$ cat config.mk
export PLATFORM = sky130hd
export DESIGN_NAME = sinalizador_led_buzzer_flat
export DESIGN_NICKNAME = d
export VERILOG_FILES = /design/src/rtl/sinalizador_led_buzzer_if.sv /design/src/rtl/sinalizador_led_buzzer.sv /design/src/flat_wrapper.sv
export SDC_FILE = /design/constraint.sdc
export NUM_CORES = 1
export LEC_CHECK = 0
export CAP_MARGIN = 20
export CORE_UTILIZATION = 50
export DETAILED_ROUTE_END_ITERATION = 8
export PLACE_DENSITY = 0.7
export RECOVER_POWER = 25
export SLEW_MARGIN = 40
export SYNTH_ARGS = -nofsm -noshare
export SYNTH_HDL_FRONTEND = slang
export SYNTH_SLANG_ARGS = --single-unit
export TNS_END_PERCENT = 10
$ cat constraint.sdc
create_clock -name clk -period 2.23 [get_ports clk]
set_input_delay 0.446 -clock clk [delete_from_list [all_inputs] [get_ports clk]]
set_output_delay 0.446 -clock clk [all_outputs]
set_load 0.02 [all_outputs]
$ cat src/rtl/sinalizador_led_buzzer_if.sv
// rtl/sinalizador_led_buzzer_if.sv - indication event handshake between the control FSM and the LED/buzzer controller
interface sinalizador_led_buzzer_if #(
  parameter int BEEP_W = 4
);
  logic              evt_valid;
  logic              evt_ready;
  logic [2:0]        evt_mode;
  logic [BEEP_W-1:0] evt_beeps;

  modport master (output evt_valid, output evt_mode, output evt_beeps, input evt_ready);
  modport slave  (input evt_valid, input evt_mode, input evt_beeps, output evt_ready);
endinterface

$ cat src/rtl/sinalizador_led_buzzer.sv
// rtl/sinalizador_led_buzzer.sv - RGB LED mode latch with blink generator and active-low beep sequencer
module sinalizador_led_buzzer #(
  parameter int BLINK_DIV    = 25000000,
  parameter int BEEP_ON_CYC  = 12500000,
  parameter int BEEP_OFF_CYC = 12500000,
  parameter int BEEP_W       = 4
) (
  input  logic                      clk,
  input  logic                      rst_n,
  sinalizador_led_buzzer_if.slave   evt,
  input  logic                      cancel,
  output logic                      led_vermelho,
  output logic                      led_verde,
  output logic                      led_azul,
  output logic                      buzzer,
  output logic                      busy
);

  localparam int MAXC = (BEEP_ON_CYC > BEEP_OFF_CYC) ? BEEP_ON_CYC : BEEP_OFF_CYC;
  localparam int TW   = (MAXC > 1) ? $clog2(MAXC) : 1;
  localparam int CW   = $clog2(BLINK_DIV);

  localparam logic [TW-1:0] ON_LAST    = TW'(BEEP_ON_CYC - 1);
  localparam logic [TW-1:0] OFF_LAST   = TW'(BEEP_OFF_CYC - 1);
  localparam logic [CW-1:0] BLINK_LAST = CW'(BLINK_DIV - 1);

  localparam logic [1:0] ST_IDLE = 2'd0;
  localparam logic [1:0] ST_ON   = 2'd1;
  localparam logic [1:0] ST_OFF  = 2'd2;

  logic [1:0]        state_q, state_d;
  logic [TW-1:0]     timer_q, timer_d;
  logic [BEEP_W-1:0] rem_q, rem_d;
  logic [2:0]        mode_q, mode_d;
  logic [CW-1:0]     cnt_q, cnt_d;
  logic              phase_q, phase_d;
  logic              buzz_q, buzz_d;
  logic              busy_q, busy_d;
  logic [2:0]        led_q, led_d;
  logic              accept;

  assign evt.evt_ready = (state_q == ST_IDLE) && !cancel;
  assign accept        = evt.evt_valid && evt.evt_ready;

  always_comb begin
    mode_d  = mode_q;
    cnt_d   = cnt_q;
    phase_d = phase_q;
    if (accept) begin
      mode_d  = evt.evt_mode;
      cnt_d   = '0;
      phase_d = 1'b1;
    end else if (cnt_q == BLINK_LAST) begin
      cnt_d   = '0;
      phase_d = !phase_q;
    end else begin
      cnt_d = cnt_q + 1'b1;
    end

    // LEDs are registered from next-state mode/phase so a new mode shows at the accepting edge
    led_d = 3'b000;  // {red, green, blue}
    case (mode_d)
      3'd1:    led_d = 3'b010;
      3'd2:    led_d = {phase_d, 2'b00};
      3'd3:    led_d = 3'b110;
      3'd4:    led_d = 3'b001;
      3'd5:    led_d = {2'b00, phase_d};
      default: led_d = 3'b000;
    endcase
  end

  always_comb begin
    state_d = state_q;
    timer_d = timer_q;
    rem_d   = rem_q;
    buzz_d  = buzz_q;
    if (cancel) begin
      state_d = ST_IDLE;
      timer_d = '0;
      rem_d   = '0;
      buzz_d  = 1'b1;
    end else begin
      case (state_q)
        ST_IDLE: begin
          if (accept && (evt.evt_beeps != '0)) begin
            rem_d   = evt.evt_beeps;
            timer_d = '0;
            state_d = ST_ON;
            buzz_d  = 1'b0;
          end
        end
        ST_ON: begin
          if (timer_q == ON_LAST) begin
            buzz_d  = 1'b1;
            timer_d = '0;
            // the last beep ends straight in IDLE, with no trailing silence
            if (rem_q == 1) begin
              state_d = ST_IDLE;
            end else begin
              rem_d   = rem_q - 1'b1;
              state_d = ST_OFF;
            end
          end else begin
            timer_d = timer_q + 1'b1;
          end
        end
        ST_OFF: begin
          if (timer_q == OFF_LAST) begin
            timer_d = '0;
            buzz_d  = 1'b0;
            state_d = ST_ON;
          end else begin
            timer_d = timer_q + 1'b1;
          end
        end
        default: begin
          state_d = ST_IDLE;
          timer_d = '0;
          rem_d   = '0;
          buzz_d  = 1'b1;
        end
      endcase
    end
    busy_d = (state_d != ST_IDLE);
  end

  always_ff @(posedge clk or negedge rst_n) begin
    if (!rst_n) begin
      state_q <= ST_IDLE;
      timer_q <= '0;
      rem_q   <= '0;
      mode_q  <= 3'd0;
      cnt_q   <= '0;
      phase_q <= 1'b1;
      buzz_q  <= 1'b1;
      busy_q  <= 1'b0;
      led_q   <= 3'b000;
    end else begin
      state_q <= state_d;
      timer_q <= timer_d;
      rem_q   <= rem_d;
      mode_q  <= mode_d;
      cnt_q   <= cnt_d;
      phase_q <= phase_d;
      buzz_q  <= buzz_d;
      busy_q  <= busy_d;
      led_q   <= led_d;
    end
  end

  assign led_vermelho = led_q[2];
  assign led_verde    = led_q[1];
  assign led_azul     = led_q[0];
  assign buzzer       = buzz_q;
  assign busy         = busy_q;

endmodule
$ cat src/flat_wrapper.sv
// flat-port wrapper written by rule: the top's interface ports become plain ports
module sinalizador_led_buzzer_flat 
#(
  parameter int BLINK_DIV    = 25000000,
  parameter int BEEP_ON_CYC  = 12500000,
  parameter int BEEP_OFF_CYC = 12500000,
  parameter int BEEP_W       = 4
)
  (clk, rst_n, cancel, led_vermelho, led_verde, led_azul, buzzer, busy, evt_evt_valid, evt_evt_mode, evt_evt_beeps, evt_evt_ready);
  sinalizador_led_buzzer_if #(.BEEP_W(BEEP_W)) evt_i ();
  input  logic clk;
  input  logic rst_n;
  input  logic cancel;
  output logic led_vermelho;
  output logic led_verde;
  output logic led_azul;
  output logic buzzer;
  output logic busy;
  input wire logic [$bits(evt_i.evt_valid)-1:0] evt_evt_valid;
  input wire logic [$bits(evt_i.evt_mode)-1:0] evt_evt_mode;
  input wire logic [$bits(evt_i.evt_beeps)-1:0] evt_evt_beeps;
  output wire logic [$bits(evt_i.evt_ready)-1:0] evt_evt_ready;
  assign evt_i.evt_valid = evt_evt_valid;
  assign evt_i.evt_mode = evt_evt_mode;
  assign evt_i.evt_beeps = evt_evt_beeps;
  assign evt_evt_ready = evt_i.evt_ready;
  sinalizador_led_buzzer #(.BLINK_DIV(BLINK_DIV), .BEEP_ON_CYC(BEEP_ON_CYC), .BEEP_OFF_CYC(BEEP_OFF_CYC), .BEEP_W(BEEP_W)) u_core (.clk(clk), .rst_n(rst_n), .evt(evt_i), .cancel(cancel), .led_vermelho(led_vermelho), .led_verde(led_verde), .led_azul(led_azul), .buzzer(buzzer), .busy(busy));
endmodule
==> reports/summary.txt <==
Yosys top cell by area -> dfrtp_1
Clock power share -> 37.7%
PwrDens -> 657 nW/um^2
Routed vias/inst -> 5.80
Startpoint types -> flop
P_int -> 1970 uW
Crit-path slowest cell -> or4bb_4
Fin nets -> 443
Maximum VDD drop -> 365 uV
Vias in the first global route -> 2,779
Cell variety after synth -> 51
Dominant cells by area after synthesis -> dfrtp_1, nor2_1, xnor2_1
Hold buffers post-CTS -> 0
Chip width -> 85.2 um
Unrepaired setup endpoints after global routing -> true
Clk sinks -> 64
Synth top area share -> 44.8%
Leak -> 0.00174 uW
CTS root buf -> clkbuf_8
Clk slew on worst S/H paths -> 80 ps
Number of placement rows -> 29
EDFF count, synth -> 0
R2r startpoint -> u_core.timer_q[14]$_DFFE_PN0P_
Final hold vios -> 0
Later-pin clock latency in the skew report -> 350 ps
Worst Skew -> 10.3 ps
Antenna violations before repair -> 0
Ys Warns -> 0
Pre-Repair DR Iteration Count -> 4
Top Usage Layer GRT -> met2
DRC Markers -> 0
Die height -> 85.2 um
Final Slew Violations -> 0
Status -> finished clean
GRT Overall Usage -> 23.2%
Worst setup path start -> u_core.timer_q[14]$_DFFE_PN0P_
Syn_nets -> 395
Core footprint -> 6530 um^2
HP Class -> in2async
Vias -> 2,935
Most frequent cells in the layout -> dfrtp_1, nor2_1, nand2_1
Antenna viol nets, final -> 0
Comb power frac -> 14.8%
Critical Path AT -> 2420 ps
Fraction of layout cells with a size suffix above 1 -> 15.6%
Post-Syn Area -> 3460 um^2
1st-iter DRT viols -> 210
Fillers -> 545
Sw frac -> 28.0%
WL final -> 7660 um
Gr ovfl total -> 0
Tcrit/Tclk final -> 98.0%
Mapped Cells -> 376
Syn avg cell area -> 9.21 um^2
Met3 Usage GRT -> 4.38%
Req. time, crit path -> 2460 ps
Starting Density -> 53.0%
Commonest non-fill, non-tap cell in the layout -> dfrtp_1
Setup CP Type -> reg2reg
Htree depth -> 3
Max capacitance violation total -> 0
CP top delay family -> simple AND/OR/NAND/NOR gates
Buf+Inv Stages, Crit Path -> 1
Final instance area -> 4160 um^2
Rel. slew slack -> 22.8%
Met2 GRT Util -> 33.9%
Slew @ Worst Pin -> 1160 ps
Core Util, Final -> 63.7%
Sequential fraction of design power -> 47.4%
Die Area -> 7270 um^2
Tmin final -> 2190 ps
CP max FO -> 10
Ports -> 17
Ys flop type -> dfrtp_1
Worst setup EP type -> flop
FF+latch count, synth -> 64
Clock tree buffer depth -> 2
Post-synthesis sequential area ratio -> 46.3%
Inst Count DP -> 490
IO buf count -> 16
Switching pwr -> 765 uW
Routed WL per cell -> 15.1 um
F_max -> 458 MHz
Post-CTS setup repair buffer count -> 0
Final hold slack -> 309 ps
Dpl hpwl -> 5280 um
CP cell instances -> or4bb_4 -> nor4_4 -> buf_6 -> nand3_2 -> a221o_1 -> a32o_1
Antenna Cells -> 0
Final Non-Filler Cells -> 506
Setup tns final -> 0 ps
Met1 Use GR -> 32.3%
Area Overhead vs Synth -> 20.2%
Delay of the slowest cell on the worst path -> 580 ps
CTS tree -> yes
Placed cell areas -> 3950 um^2
Final Wtd Congestion -> 0.929
First-pass GRT wire length -> 13,100 um
Async S/R FF share, synth -> 100%
Num CTS Buffers -> 9
Setup violators final -> 0
Largest net degree at the start of global routing -> 45
==> per-layer routing <==
metal | vias up | share of wire, % | wire [um]
met1 | 1411 | 48 | 3690
met5 | - | 0 | 0
met2 | 75 | 45 | 3440
li1 | 1432 | - | -
met3 | 17 | 4.2 | 324
met4 | 0 | 2.7 | 204
==> metrics by stage <==
stage | setup WS (ps) | power, uW
5_1_grt | -12.7 | 2880
2_1_floorplan | 33.2 | 1540
3_3_place_gp | 32.0 | 1720
6_report | 44.2 | 2740
3_5_place_dp | 4.25 | 1730
4_1_cts | 2.54 | 2760
==> power groups by stage <==
| stage | sequential [uW] | combinational [uW] | clock, uW |
|---|---|---|---|
| 2_1_floorplan | 1330 | 215 | 0 |
| 3_3_place_gp | 1320 | 400 | 0 |
| 3_5_place_dp | 1320 | 410 | 0 |
| 4_1_cts | 1300 | 411 | 1050 |
| 5_1_grt | 1310 | 457 | 1110 |
| 6_report | 1300 | 406 | 1030 |
==> cell type report <==
class	instances	area [um^2]	share of cell area [%]
multi-input combinational	280	1750	42.1
clock buffer	10	138	3.31
sequential	64	1600	38.5
tap	77	96.3	2.31
timing repair buffer	49	429	10.3
inverter	20	75.1	1.80
clock inverter	6	67.6	1.62
==> registers in the layout (all words and copies together), names as in the netlist <==
signal and count:
u_core.cnt_q 25, u_core.phase_q 1, u_core.rem_q 4, u_core.led_q 3
u_core.timer_q 24, u_core.busy 1, u_core.mode_q 3, u_core.state_q 2
u_core.buzzer 1
==> path summary, 6_finish.rpt <==
check,to,slack (ps),depth (start not counted)
setup / recovery,u_core.rem_q[2]$_DFFE_PN0P_,40,6
hold / removal,u_core.state_q[0]$_DFF_PN0_,310,1
setup reg to reg,u_core.rem_q[2]$_DFFE_PN0P_,40,6
hold reg to reg,u_core.cnt_q[0]$_DFF_PN0_,490,1
max in group asynchronous,u_core.cnt_q[15]$_DFF_PN0_,610,2
min in group clk,u_core.cnt_q[0]$_DFF_PN0_,490,1
==> logic make-up after synthesis <==
family                     count (synthesis)  share of synthesized area, %
and+or+nand+nor                          172                          25.1
muxes                                      6                          1.88
AOI/OAI and AO/OA                         61                          11.9
buffers and inverters                     32                          3.58
DFF                                       64                          46.3
adders and majority gates                  8                          2.89
xor gates and xnor gates                  33                          8.34
==> worst register-to-register path, cell delays in order (launching register included) <==
cell and delay (ps):
dfrtp_1 420, or4bb_4 580, nor4_4 290, buf_6 180, nand3_2 70, a221o_1 300, a32o_1 260
==> synth_stat cells, types with 3 or more instances <==
cell / n
or3_1: 3
and2_1: 4
nor3_1: 14
and3_1: 6
xor2_1: 11
nand3_1: 22
xnor2_1: 22
nor4_1: 5
dfrtp_1: 62
a41oi_1: 6
nor2b_1: 4
nand4_1: 14
or2_2: 3
ha_1: 8
nand2_1: 31
a21oi_1: 13
o21ai_0: 11
inv_1: 20
nor2_1: 52
clkbuf_1: 9
a21o_1: 4
a31oi_1: 11
mux2_2: 4
==> what timing repair did <==
action | in CTS | in global routing
setup endpoints to repair | 1 | 22
resized for setup | 1 | 5
pin swaps | 0 | 0
(Power assumes the default switching activity.)
